--- src/rtl/loader_pkg.sv ---
// Shared definitions for the boot-time program loader and its neighbours.
package loader_pkg;

   localparam int LD_IM_ADDR_W = 8;
   localparam int LD_IM_DATA_W = 16;

   // A count byte of zero stands for a full 256-word image.
   localparam bit COUNT_ZERO_MEANS_256 = 1'b1;

   typedef enum logic [2:0] {
      S_COUNT = 3'd0,
      S_LO    = 3'd1,
      S_HI    = 3'd2,
      S_WRITE = 3'd3,
      S_CKSUM = 3'd4,
      S_RUN   = 3'd5,
      S_ERR   = 3'd6
   } loader_state_e;

endpackage

--- src/rtl/loader_word_asm.sv ---
// Byte-pair to instruction-word assembly with running XOR checksum.
module loader_word_asm
   import loader_pkg::*;
(
   input  logic        clk,
   input  logic        rst_n,
   input  logic        clr,
   input  logic        lo_we,
   input  logic        hi_we,
   input  logic [7:0]  byte_in,
   output logic [15:0] word,
   output logic [7:0]  acc
);

   logic [7:0] lo_q, lo_d;
   logic [7:0] acc_q, acc_d;

   // Capture the low byte and fold every data byte into the checksum.
   always_comb begin
      lo_d  = lo_q;
      acc_d = acc_q;
      if (clr) begin
         lo_d  = '0;
         acc_d = '0;
      end else if (lo_we) begin
         lo_d  = byte_in;
         acc_d = acc_q ^ byte_in;
      end else if (hi_we) begin
         acc_d = acc_q ^ byte_in;
      end
   end

   // Byte/accumulator registers.
   always_ff @(posedge clk or negedge rst_n) begin
      if (!rst_n) begin
         lo_q  <= '0;
         acc_q <= '0;
      end else begin
         lo_q  <= lo_d;
         acc_q <= acc_d;
      end
   end

   // The high byte is taken straight from the bus so the word is ready on the HI transfer edge.
   assign word = {byte_in, lo_q};
   assign acc  = acc_q;

endmodule

--- src/rtl/program_loader.sv ---
// Boot loader: count byte, word pairs into instruction memory, checksum, then CPU enable.
//
//   state   | meaning
//   --------+------------------------------------------------------
//   S_COUNT | waiting for the word-count byte (0 = 256 words)
//   S_LO    | waiting for the low byte of the next word
//   S_HI    | waiting for the high byte of the next word
//   S_WRITE | one-cycle instruction-memory write, advance word count
//   S_CKSUM | waiting for the trailing XOR checksum byte
//   S_RUN   | image accepted, CPU enabled
//   S_ERR   | checksum mismatch, CPU held off
module program_loader
   import loader_pkg::*;
#(
   parameter int IM_ADDR_W   = LD_IM_ADDR_W,
   parameter int IM_DATA_W   = LD_IM_DATA_W,
   parameter bit CHECKSUM_EN = 1'b1
) (
   input  logic                 clk,
   input  logic                 rst_n,
   input  logic [7:0]           byte_in,
   input  logic                 byte_valid,
   output logic                 byte_ready,
   input  logic                 reload,
   output logic                 im_we,
   output logic [IM_ADDR_W-1:0] im_addr,
   output logic [IM_DATA_W-1:0] im_data,
   output logic                 cpu_enable,
   output logic                 load_done,
   output logic                 load_error
);

   localparam int CNT_W = IM_ADDR_W + 1;

   loader_state_e        state_q, state_d;
   logic                 byte_ready_q, byte_ready_d;
   logic                 im_we_q, im_we_d;
   logic [IM_ADDR_W-1:0] im_addr_q, im_addr_d;
   logic [IM_DATA_W-1:0] im_data_q, im_data_d;
   logic                 cpu_enable_q, cpu_enable_d;
   logic                 load_done_q, load_done_d;
   logic                 load_error_q, load_error_d;
   logic [7:0]           n_q, n_d;
   logic [CNT_W-1:0]     word_cnt_q, word_cnt_d;

   logic                 xfer;
   logic                 asm_clr, asm_lo_we, asm_hi_we;
   logic [15:0]          asm_word;
   logic [7:0]           asm_acc;
   logic [CNT_W-1:0]     n_total;
   logic [CNT_W-1:0]     word_cnt_inc;

   assign xfer         = byte_valid && byte_ready_q;
   assign n_total      = (n_q == 8'd0 && COUNT_ZERO_MEANS_256) ? CNT_W'(256) : CNT_W'(n_q);
   assign word_cnt_inc = word_cnt_q + CNT_W'(1);

   loader_word_asm u_word_asm (
      .clk     (clk),
      .rst_n   (rst_n),
      .clr     (asm_clr),
      .lo_we   (asm_lo_we),
      .hi_we   (asm_hi_we),
      .byte_in (byte_in),
      .word    (asm_word),
      .acc     (asm_acc)
   );

   // Next-state and registered-output logic; reload overrides any pending transfer.
   always_comb begin
      state_d    = state_q;
      n_d        = n_q;
      word_cnt_d = word_cnt_q;
      im_addr_d  = im_addr_q;
      im_data_d  = im_data_q;
      asm_clr    = 1'b0;
      asm_lo_we  = 1'b0;
      asm_hi_we  = 1'b0;
      if (reload) begin
         state_d = S_COUNT;
      end else begin
         case (state_q)
            S_COUNT: begin
               if (xfer) begin
                  n_d        = byte_in;
                  word_cnt_d = '0;
                  im_addr_d  = '0;
                  asm_clr    = 1'b1;
                  state_d    = S_LO;
               end
            end
            S_LO: begin
               if (xfer) begin
                  asm_lo_we = 1'b1;
                  state_d   = S_HI;
               end
            end
            S_HI: begin
               if (xfer) begin
                  asm_hi_we = 1'b1;
                  im_data_d = IM_DATA_W'(asm_word);
                  im_addr_d = word_cnt_q[IM_ADDR_W-1:0];
                  state_d   = S_WRITE;
               end
            end
            S_WRITE: begin
               word_cnt_d = word_cnt_inc;
               if (word_cnt_inc == n_total) begin
                  state_d = CHECKSUM_EN ? S_CKSUM : S_RUN;
               end else begin
                  state_d = S_LO;
               end
            end
            S_CKSUM: begin
               if (xfer) begin
                  state_d = (byte_in == asm_acc) ? S_RUN : S_ERR;
               end
            end
            S_RUN, S_ERR: begin
               state_d = state_q;
            end
            default: begin
               state_d = S_COUNT;
            end
         endcase
      end
      byte_ready_d = (state_d == S_COUNT) || (state_d == S_LO) ||
                     (state_d == S_HI)    || (state_d == S_CKSUM);
      im_we_d      = (state_d == S_WRITE);
      cpu_enable_d = (state_d == S_RUN);
      load_done_d  = (state_d == S_RUN);
      load_error_d = (state_d == S_ERR);
   end

   // State, counters and registered outputs.
   always_ff @(posedge clk or negedge rst_n) begin
      if (!rst_n) begin
         state_q      <= S_COUNT;
         byte_ready_q <= 1'b0;
         im_we_q      <= 1'b0;
         im_addr_q    <= '0;
         im_data_q    <= '0;
         cpu_enable_q <= 1'b0;
         load_done_q  <= 1'b0;
         load_error_q <= 1'b0;
         n_q          <= '0;
         word_cnt_q   <= '0;
      end else begin
         state_q      <= state_d;
         byte_ready_q <= byte_ready_d;
         im_we_q      <= im_we_d;
         im_addr_q    <= im_addr_d;
         im_data_q    <= im_data_d;
         cpu_enable_q <= cpu_enable_d;
         load_done_q  <= load_done_d;
         load_error_q <= load_error_d;
         n_q          <= n_d;
         word_cnt_q   <= word_cnt_d;
      end
   end

   assign byte_ready = byte_ready_q;
   assign im_we      = im_we_q;
   assign im_addr    = im_addr_q;
   assign im_data    = im_data_q;
   assign cpu_enable = cpu_enable_q;
   assign load_done  = load_done_q;
   assign load_error = load_error_q;

endmodule

--- config.mk ---
export PLATFORM = sky130hd
export DESIGN_NAME = program_loader
export DESIGN_NICKNAME = d
export VERILOG_FILES = /design/src/rtl/loader_pkg.sv /design/src/rtl/loader_word_asm.sv /design/src/rtl/program_loader.sv
export SDC_FILE = /design/constraint.sdc
export NUM_CORES = 1
export LEC_CHECK = 0
export ABC_AREA = 1
export BUFFER_PORTS_ARGS = -buffer_cell sky130_fd_sc_hd__buf_4
export CAP_MARGIN = 0
export CORE_MARGIN = 1.5
export CORE_UTILIZATION = 52
export DETAILED_ROUTE_END_ITERATION = 10
export PLACE_DENSITY_LB_ADDON = 0.2
export SLEW_MARGIN = 40
export SYNTH_ARGS = -nofsm -noshare
export SYNTH_HDL_FRONTEND = slang
export SYNTH_HIERARCHICAL = 1
export SYNTH_SLANG_ARGS = --single-unit
--- constraint.sdc ---
create_clock -name clk -period 1.9 [get_ports clk]
set_clock_uncertainty 0.15 [all_clocks]
set_input_delay 0.475 -clock clk [delete_from_list [all_inputs] [get_ports clk]]
set_output_delay 0.475 -clock clk [all_outputs]
set_load 0.02 [all_outputs]
-- After elaboration in Yosys (flattened, before gate mapping)
Index checks and enable logic that the tools add are counted.
- ROM bits: 0
- output and inout bits: 29
- register bits after elaboration: 64
- bits in latches: 0
- memory bits (writable): 0
- input port bits: 12
- memories kept: 0
- multiply operators: 0
- muxes and demuxes: 26
- $add $sub $neg: 1
- order comparisons: 0
- reductions and logical operators: 16
- shift-type cells: 0
- divide/modulo/power cells: 0
- equality and inequality tests: 16
- bitwise gates (word level): 2
- operator list (cell ; number):
    8-bit 2-to-1 mux ; 7
    3-bit == test (second input constant) ; 6
    3-bit 2-to-1 mux ; 6
    9-bit 2-to-1 mux ; 2
    3-bit case mux with 6 select lines ; 1
    9-bit case mux with 2 select lines ; 1
    8-bit case mux with 2 select lines ; 1
    3-bit by 2-bit == test with 1-bit output (second input constant) ; 4
    9-bit by 1-bit adder with 9-bit output (second input constant) ; 1
    9-bit == test ; 1
    3-bit AND reduction ; 3
    8-bit == test ; 1
    8-bit logical NOT ; 1
    8-bit XOR ; 1
    1-bit 2-to-1 mux ; 7
    3-bit by 1-bit == test with 1-bit output (second input constant) ; 2
    3-bit logical NOT ; 2
    2-bit nonzero test ; 3
    2-bit != test (second input constant) ; 2
    4-bit AND reduction ; 1
    1-bit logical OR ; 3
    3-bit nonzero test ; 1
    2-bit 2-to-1 mux ; 1
    2-bit OR reduction ; 1
    2 further kinds ; 2

-- Depth between registers and ports, before layout
Gate-level depths: netlist of run 1.
- depth in word-level cells: 10
- depth in mapped cells: 14
- gate-level depth less buffers: 14

-- Hierarchy
The synthesis of run 1 kept the hierarchy.
- by module, submodules not included (module ; instances ; seq. area each (um^2) ; area an instance (um^2) ; cells an instance):
    program_loader ; 1 ; 1201.2 ; 2448.6 ; 326
    loader_word_asm ; 1 ; 400.4 ; 859.6 ; 111

-- Worst setup path before layout of run 1
No wires, ideal clock.
- path kind: reg-to-reg
- start point: register byte_ready_q (netlist: byte_ready)
- end point: register u_word_asm.acc_q[5] (netlist: u_word_asm/acc[5])
- period minus slack after synthesis: 2073 ps
- setup time: 117 ps
- cell stages (with the launch flop): 13
- path slack: -173 ps
- data arrival time: 1806 ps
- cell sequence: dfrtp_1 -> nand2_2 -> nor2_4 -> inv_2 -> nor3_4 -> inv_2 -> buf_4 -> nor2_8 -> buf_6 -> inv_2 -> buf_6 -> nand3_1 -> nand2_1
- elaborated cells between the ends (all ways): 11
- classes of those cells: mux (9); reduce/logical (2)
- RTL lines (element ; line ; RTL):
    from (decl) ; program_loader.sv:36 ; logic byte_ready_q, byte_ready_d;
    from (signal assigned) ; program_loader.sv:149 ; byte_ready_q <= byte_ready_d;
    1-bit logical AND * ; program_loader.sv:53 ; assign xfer = byte_valid && byte_ready_q;
    1-bit 2-to-1 mux * ; program_loader.sv:83 ; if (xfer) begin
    1-bit 2-to-1 mux * ; program_loader.sv:81 ; case (state_q)
    1-bit 2-to-1 mux * ; program_loader.sv:78 ; if (reload) begin
    named net asm_clr ; program_loader.sv:47 ; logic asm_clr, asm_lo_we, asm_hi_we;
    3-bit nonzero test (no line) or 8-bit 2-to-1 mux (tied branches) ; n/a ;
    to (signal assigned) ; loader_word_asm.sv:37 ; acc_q <= '0;
    to (signal assigned) ; loader_word_asm.sv:40 ; acc_q <= acc_d;
    to (decl) ; loader_word_asm.sv:16 ; logic [7:0] acc_q, acc_d;
Mark *: on every way through the listed nets, which the timed path passes. The rest lies on a longest branch.
A chain may end at the register's enable or synchronous reset.

-- Worst setup path in the final report of run 1
- start point: register word_cnt_q[5]
- end point: register byte_ready_q (netlist: byte_ready)
- longest elaborated chain between the ends: 9
- elaborated cells between the ends (all ways): 12
- classes of those cells: add/sub (1); eq/ne (4); mux (3); reduce/logical (4)
- RTL lines (element ; line ; RTL):
    from (decl) ; program_loader.sv:44 ; logic [CNT_W-1:0] word_cnt_q, word_cnt_d;
    from (signal assigned) ; program_loader.sv:157 ; word_cnt_q <= word_cnt_d;
    9-bit by 1-bit adder with 9-bit output * ; program_loader.sv:55 ; assign word_cnt_inc = word_cnt_q + CNT_W'(1);
    9-bit == test * ; program_loader.sv:107 ; if (word_cnt_inc == n_total) begin
    3-bit 2-to-1 mux * ; program_loader.sv:107 ;
    3-bit case mux with 6 select lines * ; program_loader.sv:81 ;
    3-bit 2-to-1 mux * ; program_loader.sv:78 ;
    3-bit by 1-bit == test with 1-bit output or 3-bit logical NOT (tied branches) ; program_loader.sv:126 ; byte_ready_d = (state_d == S_COUNT) || (state_d == S_LO) ||
    1-bit logical OR (2 in series) ; program_loader.sv:126 ;
    1-bit logical OR * ; program_loader.sv:127 ; (state_d == S_HI) || (state_d == S_CKSUM);
    named net byte_ready_d ; program_loader.sv:36 ;
Marked as above.

==> flow_summary_export.csv, run 1 <==
group,metric,value,unit
sta,slew_headroom,68.7,%
drt,wl_met1,3.68,mm
setup_path,crit_arrival,2.10,ns
drt,route.met3.wl,543,um
clocking,cts-root-buf,"clkbuf_8",
drt,antenna_left,0,
placement,dp.cells,565,
setup_path,endpoint_kind,"flop",
setup_path,r2r_end,"byte_ready",
setup_path,crit_chain,"nand2_1 > nor2_1 > nand3_1 > nand3_1 > nand2_1 > nor2_2 > nand4_1 > nand2_1 > nand2_2 > nand2_1 > nand2_1",
synthesis,synth_edf_count,0,
synthesis,postSynthAreaPerCell,7.57,um2
floorplanning,die_w,82.8,um
synthesis,ys_top_cells_by_count,"nand2_1, dfrtp_1, nand3_1, nor2_1, inv_1",
grt,grt_pass1_vias,2861,
setup_path,crit_slowest_cell,"dfrtp_1",
drt,topRoutingLayerUsed,"met4",
sta,rsz0062_at_grt,"true",
clocking,cts_made_buffers,9,
synthesis,syn_nets,450,
clocking,cts_tree,"yes",
drt,wire_per_inst,14.4,um
sta,holdWs,0.240,ns
finish,final_area,0.00416,mm2
power,leakagePower,2.25,nW
drt,drc,0,
synthesis,ys_seq_area_share,48.4,%
finish,antenna_cells,0,
drt,first_pass_iters,5,
sta,worst_slack,-0.0990,ns
setup_path,timing.rr.start,"word_cnt_q[5]",
grt,grt_pass1_wl,13.2,mm
placement,finalWeightedCongestion,0.907,
setup_path,start_kind,"flop",
sta,fin_crit_sh,105,%
placement,dp_hpwl,5.54,mm
clocking,clockBufferDepth,2,
setup_path,worstPathMaxFanout,5,
synthesis,synth_area,0.00331,mm2
setup_path,rr_worst_depth,11,
finish,regArea,0.00160,mm2
power,ir_drop,0.528,mV
grt,grt_usage,26.3,%
power,power_density,890,mW/mm2
clocking,clkTransAtPathRegs,0.07,ns
grt,overflow,0,
placement,portBuffers,40,
run,cap_violations,0,
setup_path,max_stage_delay,0.48,ns
floorplanning,start_util,54.9,%
synthesis,yosysMostFrequentCell,"nand2_1",
sta,max_freq,500,MHz
synthesis,synth.largest_area_cell,"dfrtp_1",
finish,multi_input_area,0.00153,mm2
status,status,"finished with violations",
sta,setup_violations,4,
floorplanning,die_area,0.00685,mm2
worst_hold_path,min_to,"im_data[14]",
synthesis,ys_warn_count,6,
floorplanning,io_pins,41,
power,power.total,0.00370,W
synthesis,synth_cell_types,26,
setup_path,crit_top_cell,"nand2_1",
drt,num_vias,3110,
clocking,clock_latency,0.36,ns
drt,finalWirelength,8.37,mm
sta,slew_violations,0,
floorplanning,die_h,82.8,um
setup_path,required,2.00,ns
grt,antenna_found_initial,0,
sta,worstMarginPinSlew,0.470,ns
clocking,htreeDepth,3,
sta,hold_viol_final,0,
drt,via_per_inst,5.33,
status,failed_checks,"setup timing",
synthesis,ys.flop_type,"dfrtp_1",
synthesis,synth_area_leaders,"dfrtp_1, nand2_1, nand3_1, nor2_1, inv_1",
floorplanning,core,0.00603,mm2
sta,fin_tns_setup,-0.282,ns
finish,area_growth_syn_to_layout,25.8,%
sta,fin_crit,2.00,ns
setup_path,worstSetupPathType,"reg2reg",
drt,dr_wl_met2,3.84,mm
worst_hold_path,hold_class,"in2reg",
finish,fill_cells,493,
finish,drive_gt1_share,23.4,%
synthesis,synthCells,437,
drt,drt_first_iter_violations,239,
grt,grt_max_degree,36,
finish,layout.cells.non_filler,583,
floorplanning,fp-row-count,28,
placement,placed_area,0.00385,mm2
synthesis,yosysTopAreaCellShare,48.4,%
clocking,cts_num_sinks,64,
synthesis,ys_ff_latch,64,
synthesis,synth-async-reset-ratio,100,%
worst_hold_path,hold_depth,3,
worst_hold_path,hp-start,"byte_in[6]",
finish,nNetsFinal,516,
setup_path,regToRegSetupSlack,-0.1,ns
## area by class of cell
type,count,area share [%]
Sequential cell,64,38.5
Multi-Input combinational cell,314,36.7
Timing Repair Buffer,70,13.5
Inverter,44,4.39
Clock buffer,9,2.98
Tap cell,75,2.26
Clock inverter,7,1.71
## cells by family after synthesis
family | after synthesis | synth area share [%]
xor+xnor | 7 | 1.85
fa+ha+maj | 1 | 0.378
flops | 64 | 48.4
simple gates | 286 | 37.4
buf+inv | 59 | 8.74
compound gates | 20 | 3.25
## timing repair
item                       in CTS  in global routing
hold endpoints to repair       34                  0
resized for setup              18                 10
setup buffers                   0                  1
setup endpoints to repair       4                 21
hold buffers                    1                  0
pin swaps                      11                 13
## placed cells by master (no fill, tap or decap), types with 5 or more instances in the layout
master	n
clkbuf_8	9
nand2_1	172
nand3_1	46
o22ai_1	6
dfrtp_1	63
nor2_1	37
nand2_2	5
inv_1	37
o21ai_0	6
buf_4	65
## power breakdown
part	switching (W)	total, W	internal [W]
clock	0.000575	0.00118	0.000604
combinational	0.000488	0.000825	0.000336
sequential	0.000156	0.00170	0.00154
## registers in the layout, indices dropped and copies added, names as in the netlist
name             flops
u_word_asm/lo_q      8
state_q              3
load_done            1
byte_ready           1
load_error           1
u_word_asm/acc       8
word_cnt_q           9
im_addr              8
n_q                  8
im_we                1
im_data             16
## how the worst max path moves through the flow
stage / startpoint / end
after global routing: word_cnt_q[5] / byte_ready
after global placement: byte_valid / u_word_asm/acc[1]
after floorplan: byte_ready / u_word_asm/acc[2]
final: word_cnt_q[5] / byte_ready
after CTS: word_cnt_q[1] / byte_ready
after detailed placement: word_cnt_q[0] / byte_ready
## per-stage QoR
stage | utilization [%] | setup slack [ns]
floorplan | - | -0.138
global placement | 63.8 | -0.0124
detailed placement | 63.8 | -0.0452
CTS | 68.4 | -0.0121
global route | 69.0 | -0.180
finish | 69.0 | -0.0990
## per-layer routing
layer  global-route usage [%]  vias up
met5                        0        -
met4                     15.0        0
met3                     3.85       30
met2                     40.1      128
met1                     35.6     1464
li1                         -     1488
## critical path: cells and delay by family (launching register included)
family / cells / cell delay [ns]
AND/OR/NAND/NOR: 11 / 1.26
flip-flops: 1 / 0.48
Note: power is estimated with default switching activity, not from simulation.
==> run 2: changes to the inputs <==
Settings changed: ABC_AREA 1 to default, TNS_END_PERCENT from default to 30.
==> run 2 against run 1 <==
Net effect: the run still ends with setup timing left; first-iteration DRC count decreased by 49%; largest power group unchanged; area after synthesis decreased by 4.1%; wire length decreased by 1.0%; largest cell class is now multi-input combinational cells; highest routed layer unchanged.
==> flow_summary_export.csv, run 2 <==
group,metric,value,unit
synthesis,synth_area,0.00317,mm2
status,status,"finished with violations",
grt,grt_max_degree,41,
sta,setup_violations,54,
placement,dp_hpwl,5.25,mm
synthesis,synth-async-reset-ratio,100,%
grt,grt_pass1_vias,2708,
drt,antenna_left,0,
synthesis,synth_edf_count,0,
setup_path,regToRegSetupSlack,-0.54,ns
synthesis,syn_nets,312,
setup_path,endpoint_kind,"flop",
placement,portBuffers,40,
floorplanning,die_h,81.1,um
sta,fin_crit,2.44,ns
finish,layout_commonest_cell,"buf_4",
sta,rsz0062_at_grt,"true",
grt,antenna_found_initial,0,
setup_path,cpLargestDelayFamily,"simple AND/OR/NAND/NOR gates",
setup_path,crit_chain,"or4_4 > or3_4 > a21o_1 > a2111oi_4 > a21oi_2 > nor4b_2",
sta,slew_headroom,68.9,%
synthesis,ys_top_cells_by_count,"dfrtp_1, nor2_1, nand2_1, o21ai_0, mux2_2",
floorplanning,io_pins,41,
power,ir_drop,0.815,mV
synthesis,synth.largest_area_cell,"dfrtp_1",
grt,overflow,0,
power,internal-power,0.00337,W
setup_path,crit_arrival,2.55,ns
clocking,cts_num_sinks,64,
sta,max_freq,409,MHz
clocking,cts_tree,"yes",
drt,finalWirelength,8.29,mm
finish,area_growth_syn_to_layout,44.6,%
drt,via_per_inst,5.45,
clocking,clkTransAtPathRegs,0.07,ns
grt,grt_pass1_wl,13.1,mm
power,leakagePower,2.18,nW
power,pwr-share-seq,37.7,%
synthesis,yosysTopAreaCellShare,50.5,%
setup_path,worstPathMaxFanout,2,
power,power.total,0.00482,W
worst_hold_path,hold_class,"in2reg",
drt,num_vias,2623,
finish,final_cell_mix,"buf_4, dfrtp_1, nand2_1",
clocking,clockBufferDepth,2,
power,power.share.clock,28.0,%
power,pwr-share-comb,34.2,%
synthesis,synthCells,299,
floorplanning,start_util,53.6,%
finish,nNetsFinal,414,
finish,largest_reg_flops,16,
sta,worstMarginPinSlew,0.466,ns
synthesis,synth_cell_types,50,
run,cap_violations,0,
clocking,htreeDepth,3,
clocking,cts_made_buffers,9,
floorplanning,fp-row-count,28,
power,p_sw,0.00145,W
synthesis,ys_seq_area_share,50.5,%
status,failed_checks,"setup timing",
setup_path,worstSetupPathType,"reg2reg",
synthesis,ys_warn_count,6,
setup_path,start_kind,"flop",
sta,hold_viol_final,0,
floorplanning,core,0.00592,mm2
sta,worst_slack,-0.545,ns
drt,drt_first_iter_violations,122,
drt,wire_per_inst,17.2,um
synthesis,ys.flop_type,"dfrtp_1",
setup_path,crit_slowest_cell,"or4_4",
floorplanning,die_w,81.1,um
finish,drive_gt1_share,48.3,%
placement,post-place-ws,-0.685,ns
synthesis,yosysMostFrequentCell,"dfrtp_1",
synthesis,synth_area_leaders,"dfrtp_1, mux2_2, mux2_1, o21ai_0, nor2_1",
drt,drc,0,
synthesis,postSynthAreaPerCell,10.6,um2
sta,fin_crit_sh,129,%
placement,finalWeightedCongestion,0.818,
sta,slew_violations,0,
power,switching_share,30.1,%
setup_path,worst-path-buf-inv,0,
clocking,clock_latency,0.34,ns
setup_path,max_stage_delay,0.54,ns
setup_path,required,2.00,ns
drt,first_pass_iters,4,
grt,grt_usage,27.3,%
floorplanning,die_area,0.00658,mm2
finish,fill_cells,379,
synthesis,ys_ff_latch,64,
finish,antenna_cells,0,
clocking,cts-root-buf,"clkbuf_8",
power,power_density,1050,mW/mm2
==> run 2: area by class of cell <==
cell class              count  area, um2  area share (%)
inverters                   2       15.0           0.327
multi-input cells         210       1710            37.2
clock inverters             4       76.3            1.66
well taps                  75       93.8            2.05
clock buffers              12        155            3.38
flip-flops and latches     64       1600            34.9
repair buffers            114        937            20.4
==> run 2: final timing paths <==
check	end	cells past startpoint	start
setup / recovery	load_done	6	n_q[7]
hold / removal	state_q[1]	2	reload
setup reg to reg	load_done	6	n_q[7]
hold reg to reg	im_addr[2]	2	im_addr[2]
max in group asynchronous	u_word_asm/lo_q[7]	3	rst_n
min in group asynchronous	load_error	2	rst_n
==> run 2: routing by layer <==
metal | GRT usage (%) | share of wire [%]
met1 | 32.4 | 42
met2 | 46.9 | 50
met3 | 5.62 | 5.3
met4 | 13.1 | 2.4
met5 | 0 | 0
==> run 2: cells by family (layout without fill, tap and decap cells) <==
family                     after synthesis  after routing  synth area share [%]
muxes                                   41             41                  14.4
AOI/OAI and AO/OA                       53             53                  10.3
buffers and inverters                   25            132                  4.57
xor gates and xnor gates                17             17                  4.69
DFF                                     64             64                  50.5
and+or+nand+nor                         98             98                  15.2
adders and majority gates                1              1                 0.394
==> run 2: metrics by stage <==
stage	instance area (um2)	TNS (ns)	hold WS (ns)	utilization, %	cells
3_5_place_dp	4000	-24.21	0.255	67.6	457
3_3_place_gp	4000	-21.57	0.249	67.6	457
6_report	4590	-17.65	0.188	77.5	481
4_1_cts	4470	-14.66	0.182	75.4	480
2_1_floorplan	3230	-13.42	0.0294	-	299
5_1_grt	4590	-20.65	0.192	77.5	481
==> run 2: power by group through the flow <==
stage	combinational, W	sequential (W)	clock [W]
5_1_grt	0.00176	0.00185	0.00142
4_1_cts	0.00156	0.00181	0.00136
6_report	0.00165	0.00182	0.00135
2_1_floorplan	0.000558	0.00200	0
3_3_place_gp	0.00131	0.00182	0
3_5_place_dp	0.00136	0.00183	0
==> run 2: timing repair <==
action                                  4_1_cts  5_1_grt
gates cloned                                  1        0
endpoints found under the hold margin        24        0
endpoints found under the setup margin       52       56
buffers inserted                              5        1
hold buffers                                  1        0
gates resized for setup                      58       26
pin swaps                                    17        5
==> run 3: changes to the inputs <==
Settings changed: CORE_MARGIN 1.5 to 3.
==> run 3 against run 2 <==
Net effect: the run still ends with setup timing left; power is 7.0% lower; largest power group unchanged; combinational power is 3% lower; sequential power hardly changed; final cell count is 1.5% lower; first-iteration DRC count is 21% higher.
==> flow_summary_export.csv, run 3 (synthesis results as in run 2) <==
group,metric,value,unit
clocking,cts_made_buffers,9,
grt,antenna_found_initial,0,
clocking,htreeDepth,3,
sta,fin_crit,2.43,ns
clocking,cts_tree,"yes",
worst_hold_path,hold_class,"in2reg",
setup_path,r2r_end,"load_done",
sta,fin_tns_setup,-18.41,ns
sta,max_freq,411,MHz
finish,layout.cells.non_filler,474,
setup_path,worstSetupPathType,"reg2reg",
drt,drt_first_iter_violations,148,
run,cap_violations,0,
clocking,cts-root-buf,"clkbuf_8",
drt,first_pass_iters,4,
grt,grt_usage,24.8,%
power,leakagePower,2.12,nW
drt,via_per_inst,5.56,
sta,fin_crit_sh,128,%
grt,grt_pass1_wl,13.9,mm
worst_hold_path,hp-start,"reload",
floorplanning,core,0.00571,mm2
power,power_density,1010,mW/mm2
placement,post-place-ws,-0.673,ns
sta,worst_slack,-0.535,ns
floorplanning,io_pins,41,
clocking,clkTransAtPathRegs,0.06,ns
placement,dp_hpwl,5.14,mm
floorplanning,start_util,55.6,%
clocking,clock_latency,0.34,ns
sta,worstMarginPinSlew,0.417,ns
finish,largest_reg_flops,16,
placement,finalWeightedCongestion,0.874,
clocking,clockBufferDepth,2,
power,power.total,0.00448,W
setup_path,crit_chain,"or4_4 > or3_4 > a21o_1 > a2111oi_4 > a21oi_2 > nor4b_2",
floorplanning,fp-row-count,27,
grt,grt_max_degree,36,
finish,final_area,0.00444,mm2
sta,setup_violations,55,
drt,num_vias,2635,
floorplanning,die_h,84.1,um
setup_path,worstPathMaxFanout,2,
floorplanning,die_w,84.1,um
status,failed_checks,"setup timing",
drt,antenna_left,0,
finish,nNetsFinal,412,
setup_path,endpoint_kind,"flop",
setup_path,crit_arrival,2.53,ns
setup_path,rr_worst_depth,6,
power,ir_drop,0.764,mV
finish,area_growth_syn_to_layout,39.9,%
sta,rsz0062_at_grt,"true",
floorplanning,die_area,0.00708,mm2
setup_path,start_kind,"flop",
setup_path,required,2.00,ns
finish,antenna_cells,0,
clocking,cts_num_sinks,64,
drt,drc,0,
finish,layout_commonest_cell,"buf_4",
grt,grt_pass1_vias,2817,
status,status,"finished with violations",
drt,wire_per_inst,17.4,um
sta,hold_viol_final,0,
worst_hold_path,hold_depth,3,
sta,slew_violations,0,
finish,final_cell_mix,"buf_4, dfrtp_1, nand2_1",
setup_path,regToRegSetupSlack,-0.53,ns
grt,overflow,0,
sta,slew_headroom,72.2,%
placement,placed_area,0.00401,mm2
setup_path,max_stage_delay,0.53,ns
setup_path,timing.rr.start,"n_q[6]",
drt,finalWirelength,8.23,mm
placement,dp.cells,452,
setup_path,crit_slowest_cell,"or4_4",
worst_hold_path,min_to,"state_q[2]",
finish,drive_gt1_share,46.3,%
placement,portBuffers,40,
## run 3: critical path, delay by kind of cell (launching register included)
family	cells	cell delay [ns]
flip-flops	1	0.37
AND/OR/NAND/NOR	3	1.13
AO/OA/AOI/OAI	3	0.68
## run 3: what timing repair did
action / 4_1_cts / 5_1_grt
gates resized for setup: 38 / 21
gates cloned: 2 / 0
pin swaps: 10 / 4
buffers inserted: 5 / 1
hold buffers: 1 / 0
endpoints found under the setup margin: 46 / 61
hold endpoints to repair: 29 / 0
## run 3: layer usage
metal  vias to the layer above  track usage (%)  wire length, um
met5                         -                0                0
met4                         0             9.50              166
met3                        16             4.74              359
met2                        73             40.1             4000
met1                      1322             33.0             3700
li1                       1224                -                -
## run 3: worst max path at each step
stage | from | cells after the start | endpoint | slack (ns)
CTS | n_q[6] | 6 | load_done | -0.53
floorplan | state_q[1] | 10 | u_word_asm/acc[0] | -0.50
global placement | byte_in[1] | 8 | im_data[0] | -0.66
finish | n_q[6] | 6 | load_done | -0.53
global route | u_word_asm/acc[1] | 9 | u_word_asm/acc[0] | -0.63
detailed placement | byte_in[0] | 8 | im_data[12] | -0.67
## run 3: through the flow
stage	hold WS (ns)	util, %
floorplan	0.0294	-
global placement	0.278	70.2
detailed placement	0.290	70.2
CTS	0.284	77.2
global route	0.304	77.8
finish	0.320	77.8
## run 3: area by class of cell
type / count / area [um2]
clock buffer: 14 / 173
fill: 370 / 1270
inverter: 2 / 15.0
multi-input combinational: 210 / 1620
sequential: 64 / 1600
tap: 72 / 90.1
timing repair buffer: 112 / 941
## run 3: power by group
part | switching (W) | leakage (nW) | internal (W)
combinational | 0.000715 | 1.19 | 0.000887
clock | 0.000492 | 0.0886 | 0.000568
sequential | 0.000176 | 0.842 | 0.00164
